### src/rtl/fever_pkg.sv
// Shared definitions for the fever status peripheral: alarm states,
// default bus addresses and the event counter ceiling.
package fever_pkg;

    typedef enum logic [1:0] {
        IDLE   = 2'd0,
        NORMAL = 2'd1,
        ALERT  = 2'd2,
        ACKED  = 2'd3
    } fever_state_e;

    localparam logic [31:0] DEF_THRESH_ADDR = 32'h0000_0000;
    localparam logic [31:0] DEF_MEAS_ADDR   = 32'h0000_0004;
    localparam logic [31:0] DEF_STATUS_ADDR = 32'h0000_000C;

    localparam logic [7:0] EVENT_MAX = 8'd255;

    function automatic logic [7:0] sat_inc(input logic [7:0] v);
        return (v == EVENT_MAX) ? v : v + 8'd1;
    endfunction

endpackage

### src/rtl/blink_timer.sv
// Half-period counter driving a toggling LED; restart forces the LED on
// and begins a fresh half-period.
module blink_timer #(
    parameter int unsigned BLINK_HALF = 4
) (
    input  logic clock,
    input  logic reset,
    input  logic restart,
    input  logic enable,
    output logic led
);

    localparam int unsigned CW = (BLINK_HALF > 1) ? $clog2(BLINK_HALF) : 1;
    localparam logic [CW-1:0] LAST = CW'(BLINK_HALF - 1);

    logic [CW-1:0] r_cnt;
    logic          r_led;

    always_ff @(posedge clock) begin
        if (reset) begin
            r_cnt <= '0;
            r_led <= 1'b0;
        end else if (restart) begin
            r_cnt <= '0;
            r_led <= 1'b1;
        end else if (enable) begin
            if (r_cnt == LAST) begin
                r_cnt <= '0;
                r_led <= ~r_led;
            end else begin
                r_cnt <= r_cnt + 1'b1;
            end
        end
    end

    assign led = r_led;

endmodule

### src/rtl/fever_status_unit.sv
// Store-snooping status peripheral: captures threshold/measurement/status
// words, cross-checks the written fever decision and runs the alarm FSM.
module fever_status_unit
    import fever_pkg::*;
#(
    parameter logic [31:0] THRESH_ADDR = DEF_THRESH_ADDR,
    parameter logic [31:0] MEAS_ADDR   = DEF_MEAS_ADDR,
    parameter logic [31:0] STATUS_ADDR = DEF_STATUS_ADDR,
    parameter int unsigned BLINK_HALF  = 4
) (
    input  logic        clock,
    input  logic        reset,
    input  logic        mem_we,
    input  logic [31:0] mem_addr,
    input  logic [31:0] mem_wdata,
    input  logic        ack,
    output logic [31:0] thresh_q,
    output logic [31:0] meas_q,
    output logic        status_valid,
    output logic        fever,
    output logic        alarm_led,
    output logic        mismatch,
    output logic [7:0]  event_count
);

    logic         w_aligned, w_thr_st, w_meas_st, w_stat_st, w_stat_nz;
    logic         w_restart, w_count_inc, w_blink_en, w_blink_led;
    fever_state_e r_state, w_state_next;

    logic [31:0] r_thresh, r_meas;
    logic        r_have_thresh, r_have_meas;
    logic        r_status_valid, r_fever, r_mismatch;
    logic [7:0]  r_event_count;

    assign w_aligned = mem_we && (mem_addr[1:0] == 2'b00);
    assign w_thr_st  = w_aligned && (mem_addr == THRESH_ADDR);
    assign w_meas_st = w_aligned && (mem_addr == MEAS_ADDR);
    assign w_stat_st = w_aligned && (mem_addr == STATUS_ADDR);
    assign w_stat_nz = |mem_wdata;

    // A status store always takes priority over ack in the same cycle.
    always_comb begin
        w_state_next = r_state;
        w_restart    = 1'b0;
        w_count_inc  = 1'b0;
        if (w_stat_st) begin
            if (w_stat_nz) begin
                w_state_next = ALERT;
                w_restart    = 1'b1;
                w_count_inc  = (r_state == IDLE) || (r_state == NORMAL);
            end else begin
                w_state_next = NORMAL;
            end
        end else if (ack && (r_state == ALERT)) begin
            w_state_next = ACKED;
        end
    end

    always_ff @(posedge clock) begin
        if (reset) begin
            r_state        <= IDLE;
            r_thresh       <= '0;
            r_meas         <= '0;
            r_have_thresh  <= 1'b0;
            r_have_meas    <= 1'b0;
            r_status_valid <= 1'b0;
            r_fever        <= 1'b0;
            r_mismatch     <= 1'b0;
            r_event_count  <= '0;
        end else begin
            r_state <= w_state_next;
            if (w_thr_st) begin
                r_thresh      <= mem_wdata;
                r_have_thresh <= 1'b1;
            end
            if (w_meas_st) begin
                r_meas      <= mem_wdata;
                r_have_meas <= 1'b1;
            end
            if (w_stat_st) begin
                r_status_valid <= 1'b1;
                r_fever        <= w_stat_nz;
                r_mismatch     <= r_have_thresh && r_have_meas &&
                                  (w_stat_nz != (r_thresh < r_meas));
            end
            if (w_count_inc) begin
                r_event_count <= sat_inc(r_event_count);
            end
        end
    end

    assign w_blink_en = (r_state == ALERT);

    blink_timer #(
        .BLINK_HALF(BLINK_HALF)
    ) u_blink (
        .clock  (clock),
        .reset  (reset),
        .restart(w_restart),
        .enable (w_blink_en),
        .led    (w_blink_led)
    );

    always_comb begin
        alarm_led = 1'b0;
        unique case (r_state)
            IDLE:   alarm_led = 1'b0;
            NORMAL: alarm_led = 1'b0;
            ALERT:  alarm_led = w_blink_led;
            ACKED:  alarm_led = 1'b1;
        endcase
    end

    assign thresh_q     = r_thresh;
    assign meas_q       = r_meas;
    assign status_valid = r_status_valid;
    assign fever        = r_fever;
    assign mismatch     = r_mismatch;
    assign event_count  = r_event_count;

endmodule

### config.mk
export PLATFORM = sky130hd
export DESIGN_NAME = fever_status_unit
export DESIGN_NICKNAME = d
export VERILOG_FILES = /design/src/rtl/fever_pkg.sv /design/src/rtl/blink_timer.sv /design/src/rtl/fever_status_unit.sv
export SDC_FILE = /design/constraint.sdc
export NUM_CORES = 1
export LEC_CHECK = 0
export ABC_AREA = 0
export CORE_AREA = 3 3 89 125
export DETAILED_ROUTE_END_ITERATION = 8
export DIE_AREA = 0 0 92 128
export PLACE_DENSITY = 0.78
export SKIP_CTS_REPAIR_TIMING = 1
export SKIP_LAST_GASP = 1
export SYNTH_ARGS = -nofsm -noshare
export SYNTH_HDL_FRONTEND = slang
export SYNTH_HIERARCHICAL = 1
export SYNTH_SLANG_ARGS = --single-unit
### constraint.sdc
create_clock -name clock -period 2.2 [get_ports clock]
set_clock_uncertainty 0.2 [all_clocks]
set_input_delay 0.33 -clock clock [delete_from_list [all_inputs] [get_ports clock]]
set_output_delay 0.33 -clock clock [all_outputs]
set_load 0.03 [all_outputs]
==> flow_summary.toml, run 1 <==
[timing]
fmax_mhz = 457
rsz0062_at_grt = "yes"
drv_slew = 0
finalCritPeriodShare_pct = 99.5
slew_headroom_pct = 71.9
min_period_ns = 2.19
worstMarginPinSlew_ns = 0.419
holdWs_ns = 0.130
hold_viol_final = 0
setup_viol = 0

[routing]
num_vias = 4246
ant_nets = 0
viasPerCell = 5.05
routed_wl_um = 13600
drc_errors = 0
drt_iter0_drc = 220
wl_per_cell_um = 16.1
drt_first_pass_iters = 4

[yosys]
netlist_area_mm2 = 0.00391
synth.area.top_cells = "dfxtp_1 (42%), nand2_1 (14%), ha_1 (11%)"
synth_edf_count = 0
synth_top_family_by_area = "simple AND/OR/NAND/NOR gates"
synth_ff_type = "dfxtp_1"
synth_cell_types = 39
synthAdderAreaFrac_pct = 10.6
avgSynthCellArea_um2 = 7.86
synth-compound-area-share_pct = 13.8
ys_warn_count = 6
synthCells = 498
synth-simple-area-share_pct = 25.8
yosys.area.top_type = "dfxtp_1"
seq_area_frac_synth_pct = 42.0
synth_nets = 599
async_flop_share_pct = 0
synth_top_area_share_pct = 42.0
synth_seq_cells = 82
muxShareOfSynthArea_pct = 0.512
synth-xor-area-share_pct = 1.79

[cells_and_area]
syn2layout_area_growth_pct = 69.0
final_common_cell = "nand2_1"
mostFrequentLayoutCells = "nand2_1 (144), clkdlybuf4s50_1 (110), a21oi_1 (75)"
design_area_mm2 = 0.00661
diodes = 0
nets = 802
drive_gt1_share_pct = 19.4

[flow_run]
max_cap_violations = 0

[grt]
grt_pass1_wl_um = 20300
track_usage_pct = 21.8
grt_max_degree = 41
grt_overflow = 0
grt_pass1_vias = 4346
antenna_found_initial = 0

[worst_hold_path]
min_path_cells = 2
hold_path_end = "event_count[1]"
hp-class = "in -> reg"
hp-start = "reset"

[worst_setup_path]
r2r-start = "meas_q[28]"
cp.required_ns = 2.22
crit_type = "in -> reg"
startpoint_type = "input pin"
crit_path_max_fanout = 7
startpoint = "mem_wdata[8]"
worstPathArrival_ns = 2.21
regToRegSetupSlack_ns = 0.03
end_kind = "flop"
reg2reg_depth = 9
reg2reg_to = "mismatch"

[pwr]
p_per_area_mw_per_mm2 = 482
vdd_drop_max_v = 0.000403
total_power_mw = 3.18
leakage_nw = 2.73

[die]
die_h_um = 128
coreArea_mm2 = 0.0100
rows = 43
fp.dieW_um = 92
ios = 144
initial_core_util_pct = 39.1
die_area_mm2 = 0.0118

[cts]
cts_made_buffers = 9
clk_pin_slew_ns = 0.06
cts_tree = "yes"
clk_latency_ns = 0.33
h-tree-depth = 3
clkSinkCount = 82
cts_root_buf = "clkbuf_16"
clockBufferDepth = 2

[placed_design]
port_buffers = 143
hpwl_um = 9810
place_area_mm2 = 0.00592
gp_congestion = 0.821

[outcome]
outcome = "finished clean"
stage by stage:
step / instances / setup TNS (ns) / utilization (%) / worst slack (ns)
after floorplan: 498 / 0 / - / 0.0101
after global placement: 817 / -18.88 / 59.2 / -0.477
after detailed placement: 817 / -23.64 / 59.2 / -0.613
after CTS: 833 / -1.92 / 62.1 / -0.264
after global routing: 841 / -0.933 / 66.1 / -0.133
final: 841 / 0 / 66.1 / 0.0105
Yosys cell counts, types with 9 or more instances:
cell	instances
nand2_1	145
nand4_1	9
nor4_1	13
inv_1	31
ha_1	33
a21oi_1	78
clkbuf_1	15
nor2_1	22
dfxtp_1	82
buf_2	9
layer usage:
| metal | GRT usage (%) | vias up | part of all wire (%) |
|---|---|---|---|
| li1 | - | 2086 | - |
| met1 | 22.2 | 2013 | 38 |
| met2 | 41.0 | 125 | 55 |
| met3 | 5.52 | 22 | 5.0 |
| met4 | 10.5 | 0 | 2.3 |
| met5 | 0 | - | 0 |
final cells by class:
type                    instances  area (um^2)
fillers                       802         3400
multi-input cells             361         2310
repair buffers                216         2080
flip-flops and latches         82         1650
clock buffers                  10          229
well taps                     135          169
inverters                      31          116
clock inverters                 6         57.6
worst max-delay path, cell delays in order:
cell and delay (ns):
clkdlybuf4s50_1 0.46, nor4_4 0.40, nand4_1 0.21, nor2_1 0.15
buf_4 0.16, nor4_4 0.06, nand4_1 0.13, xor2_1 0.21
nor2_1 0.08
how the worst max path moves through the flow:
stage | slack (ns) | cells after the start | to
global placement | -0.48 | 9 | event_count[5]
global route | -0.13 | 9 | event_count[4]
finish | 0.01 | 9 | event_count[4]
CTS | -0.26 | 10 | mismatch
detailed placement | -0.61 | 9 | event_count[4]
floorplan | 0.01 | 9 | mismatch
kinds of logic (layout without fill, tap and decap cells):
logic type,count (synthesis),in the layout
XOR/XNOR,8,8
multiplexers,2,2
flip-flops,82,82
buffers and inverters,55,263
AND/OR/NAND/NOR,219,219
adder cells (fa/ha/maj),33,33
AO/OA/AOI/OAI,99,99
sequential cells by signal (all words and copies together) (netlist names), 2 cells and up:
signal         count
thresh_q          32
r_state            2
u_blink/r_cnt      2
meas_q            32
event_count        8
power breakdown:
group	internal, mW	switching [mW]	total [mW]
Sequential	1.48	0.000000000259	1.48
Clock	0.871	0.591	1.46
Combinational	0.141	0.0969	0.238
Power figures use the tool's default switching activity.
==> run 2: changes to the inputs <==
ABC_AREA = not set   (was 0)
clock period = 2.7 ns   (was 2.2 ns; I/O delays follow)
==> flow_summary.toml, run 2 (synthesis results as in run 1) <==
[die]
fp.dieW_um = 92
die_h_um = 128
die_area_mm2 = 0.0118
coreArea_mm2 = 0.0100
rows = 43
initial_core_util_pct = 39.1
ios = 144

[worst_setup_path]
crit_type = "reg -> reg"
max_stage_delay_ns = 0.50
crit_path_top_delay_cell = "o41ai_1"
end_kind = "flop"
startpoint_type = "flop"
reg2reg_depth = 9
crit_chain = "inv_1, ha_1, nand2_1, o21ai_0, a21oi_1, o41ai_1, a31oi_1, xnor2_1, a21o_1"
cp.required_ns = 2.74
crit_path_max_fanout = 3
worstPathArrival_ns = 2.48

[timing]
worstMarginPinSlew_ns = 0.750
rsz0062_at_grt = "no"
min_period_ns = 2.44
setup_viol = 0
hold_viol_final = 0
finalCritPeriodShare_pct = 90.4
setup_tns_ns = 0
drv_slew = 0
slew_headroom_pct = 50.0
fmax_mhz = 410

[cts]
clkSinkCount = 82
clk_latency_ns = 0.34
cts_tree = "yes"
cts_root_buf = "clkbuf_16"
clockBufferDepth = 2
clk_pin_slew_ns = 0.06
cts_made_buffers = 9
h-tree-depth = 3

[grt]
track_usage_pct = 20.2
grt_overflow = 0
antenna_found_initial = 0
grt_max_degree = 45
grt_pass1_wl_um = 19000
grt_pass1_vias = 4031

[cells_and_area]
fill_cells = 911
fin_util_pct = 58.5
final_common_cell = "nand2_1"
nets = 741
final_cells = 780
mostFrequentLayoutCells = "nand2_1 (145), clkdlybuf4s50_1 (142), dfxtp_1 (82)"
diodes = 0
syn2layout_area_growth_pct = 49.6
drive_gt1_share_pct = 5.58

[pwr]
leakage_nw = 2.09
vdd_drop_max_v = 0.000352
p_per_area_mw_per_mm2 = 445

[flow_run]
max_cap_violations = 0

[routing]
wl_per_cell_um = 14.7
routed_wl_um = 11500
num_vias = 3987
drt_first_pass_iters = 5
drc_errors = 0
viasPerCell = 5.11
ant_nets = 0
drt_iter0_drc = 210

[placed_design]
hpwl_um = 8740
gp_congestion = 0.814
placedCellCount = 764
port_buffers = 143

[worst_hold_path]
min_path_cells = 2
hp-class = "reg -> reg"

[outcome]
outcome = "finished clean"
run 2: changes by cell type in the layout (fill, tap and decap cells not counted), moves of 6 or more:
cell	delta
buf_4	-63
clkdlybuf4s50_1	+32
dfxtp_1	+9
dfxtp_2	-9
dlymetal6s2s_1	-32
ha_1	+6
ha_4	-6
nor4_1	+10
run 2: per-stage QoR:
step                      instance area [um^2]  total power [mW]  setup WS (ns)  hold slack, ns
after detailed placement                  5550              1.39        0.00573           0.262
after CTS                                 5850              2.63          0.221           0.269
after global routing                      5850              2.68          0.107           0.288
final                                     5850              2.60          0.258           0.265
after floorplan                           3910              1.26          0.438           0.240
after global placement                    5550              1.39        -0.0427           0.251
run 2: path summary, 6_finish.rpt:
check,end,slack [ns],start
setup / recovery,mismatch,0.26,meas_q[2]
hold / removal,meas_q[0],0.27,meas_q[0]
setup reg to reg,mismatch,0.26,meas_q[2]
hold reg to reg,meas_q[0],0.27,meas_q[0]
run 2: layer usage:
layer / vias up / wire length (um) / track usage (%)
met4: 0 / 224 / 7.61
li1: 1962 / - / -
met5: - / 0 / 0
met1: 1850 / 4340 / 21.7
met3: 20 / 853 / 5.52
met2: 155 / 6040 / 37.2
run 2: where the power goes:
| group | internal, mW | switching (mW) | leakage, nW |
|---|---|---|---|
| sequential | 1.21 | 0.000000000216 | 0.660 |
| combinational | 0.0969 | 0.0577 | 1.28 |
| clock | 0.765 | 0.475 | 0.145 |
| total | 2.07 | 0.533 | 2.09 |
run 2: critical path: cells and delay by family, from the launching register on:
| kind | cells | cell delay (ns) |
|---|---|---|
| AOI/OAI and AO/OA | 5 | 1.24 |
| DFF | 1 | 0.35 |
| adders and majority gates | 1 | 0.28 |
| and+or+nand+nor | 1 | 0.05 |
| xor gates and xnor gates | 1 | 0.17 |
| buffers and inverters | 1 | 0.05 |
run 2: cell type report:
cell class,count,area [um^2],area share (%)
inverters,31,116,1.99
well taps,135,169,2.89
clock inverters,4,50.0,0.855
flip-flops and latches,82,1640,28.0
clock buffers,12,256,4.38
multi-input cells,361,2050,35.1
repair buffers,155,1570,26.8
==> run 3: changes to the inputs <==
PLACE_DENSITY = 0.72   (was 0.78)
==> flow_summary.toml, run 3 (synthesis results as in run 1) <==
[timing]
hold_viol_final = 0
finalCritPeriodShare_pct = 89.6
fmax_mhz = 413
setup_tns_ns = 0
worstMarginPinSlew_ns = 0.411
drv_slew = 0
setup_viol = 0
min_period_ns = 2.42
slew_headroom_pct = 72.4
rsz0062_at_grt = "no"

[outcome]
outcome = "finished clean"

[cts]
cts_root_buf = "clkbuf_16"
cts_tree = "yes"
clk_pin_slew_ns = 0.07
clockBufferDepth = 2
clk_latency_ns = 0.34
cts_made_buffers = 9
h-tree-depth = 3
clkSinkCount = 82

[pwr]
p_per_area_mw_per_mm2 = 434
vdd_drop_max_v = 0.000389
total_power_mw = 2.54
leakage_nw = 2.09

[worst_setup_path]
reg2reg_to = "mismatch"
crit_path_max_fanout = 3
end_kind = "flop"
cp.required_ns = 2.74
startpoint_type = "flop"
max_stage_delay_ns = 0.34
crit_type = "reg -> reg"
crit_buf_inv = 2
r2r-start = "meas_q[2]"
regToRegSetupSlack_ns = 0.28
worstPathArrival_ns = 2.46
path_delay_family = "compound AO/OA/AOI/OAI gates"
crit_path_top_delay_cell = "dfxtp_1"
crit_chain = "inv_1, ha_1, a211oi_1, o21ai_0, a21oi_1, o41ai_1, buf_4, a31oi_1, xnor2_1, a21o_1"
reg2reg_depth = 10

[routing]
drt_first_pass_iters = 4
drc_errors = 0
ant_nets = 0
drt_iter0_drc = 174
num_vias = 4000
wl_per_cell_um = 15.2
routed_wl_um = 11900
viasPerCell = 5.11

[grt]
antenna_found_initial = 0
grt_overflow = 0
globalRouteMet1Util_pct = 20.4
met2_usage_pct = 38.6
grt_busiest_layer = "met2"
grt_max_degree = 35
grt_pass1_wl_um = 19000
met3_usage_pct = 6.40
track_usage_pct = 20.3
grt_pass1_vias = 4100

[cells_and_area]
multi_input_area_mm2 = 0.00205
nets = 744
syn2layout_area_growth_pct = 49.3
final_cells = 783
drive_gt1_share_pct = 6.17
seqCellArea_mm2 = 0.00164
diodes = 0
mostFrequentLayoutCells = "nand2_1 (145), clkdlybuf4s50_1 (142), dfxtp_1 (82)"
final_common_cell = "nand2_1"
fill_cells = 937

[worst_hold_path]
min_path_cells = 2
hold_path_end = "event_count[0]"
hp-class = "in -> reg"
hp-start = "reset"

[die]
ios = 144
coreArea_mm2 = 0.0100
die_area_mm2 = 0.0118
fp.dieW_um = 92
initial_core_util_pct = 39.1
rows = 43
die_h_um = 128

[placed_design]
port_buffers = 143
hpwl_um = 9020
gp_congestion = 0.805
placedCellCount = 767

[flow_run]
max_cap_violations = 0
-- run 3: changes by cell type in the layout (fill, tap and decap cells not counted) --
| cell | delta |
|---|---|
| buf_12 | -1 |
| clkinv_4 | +2 |
| clkinv_2 | -1 |
| clkinvlp_4 | -1 |
| inv_6 | +4 |
| buf_4 | +4 |
| clkbuf_1 | -1 |
| clkbuf_8 | -2 |
| bufinv_16 | -1 |
-- run 3: cell type report --
| cell class | instances | area share, % |
|---|---|---|
| clock buffer | 9 | 3.86 |
| inverter | 31 | 1.99 |
| clock inverter | 7 | 1.03 |
| timing repair buffer | 158 | 27.0 |
| tap | 135 | 2.89 |
| sequential | 82 | 28.1 |
| multi-input combinational | 361 | 35.1 |
-- run 3: layer usage --
metal  wire length, um  vias to the layer above  part of all wire [%]
met3               812                       17                   6.8
met5                 0                        -                     0
met2              6330                      125                    53
met4               246                        0                   2.1
li1                  -                     1975                     -
met1              4490                     1883                    38
-- run 3: worst max-delay path by stage --
| stage | startpoint | to | cells after the start | slack (ns) |
|---|---|---|---|---|
| 3_5_place_dp | mem_addr[22] | u_blink/led | 8 | -0.007 |
| 2_1_floorplan | meas_q[29] | mismatch | 9 | 0.44 |
| 3_3_place_gp | mem_wdata[27] | event_count[4] | 11 | 0.06 |
| 6_report | meas_q[2] | mismatch | 10 | 0.28 |
| 5_1_grt | meas_q[2] | mismatch | 10 | 0.1 |
| 4_1_cts | meas_q[2] | mismatch | 10 | 0.19 |
-- run 3: per-stage QoR --
stage / util (%) / setup slack (ns) / hold WS, ns / instance area, um^2
5_1_grt: 58.4 / 0.0983 / 0.256 / 5840
3_3_place_gp: 55.5 / 0.0602 / 0.250 / 5560
6_report: 58.4 / 0.280 / 0.242 / 5840
4_1_cts: 58.4 / 0.190 / 0.238 / 5840
2_1_floorplan: - / 0.438 / 0.240 / 3910
3_5_place_dp: 55.5 / -0.00684 / 0.256 / 5560
-- run 3: report_power, final --
part           leakage [nW]  internal [mW]  total (mW)  switching (mW)
registers             0.660           1.21        1.21  0.000000000213
clock network         0.137          0.639        1.17           0.534
logic                  1.29         0.0959       0.155          0.0587
-- run 3: worst reg2reg max path, delay by kind of cell (launching register included) --
| family | cells | cell delay (ns) |
|---|---|---|
| compound gates | 6 | 1.20 |
| xor+xnor | 1 | 0.10 |
| fa+ha+maj | 1 | 0.29 |
| buf+inv | 2 | 0.19 |
| flops | 1 | 0.34 |
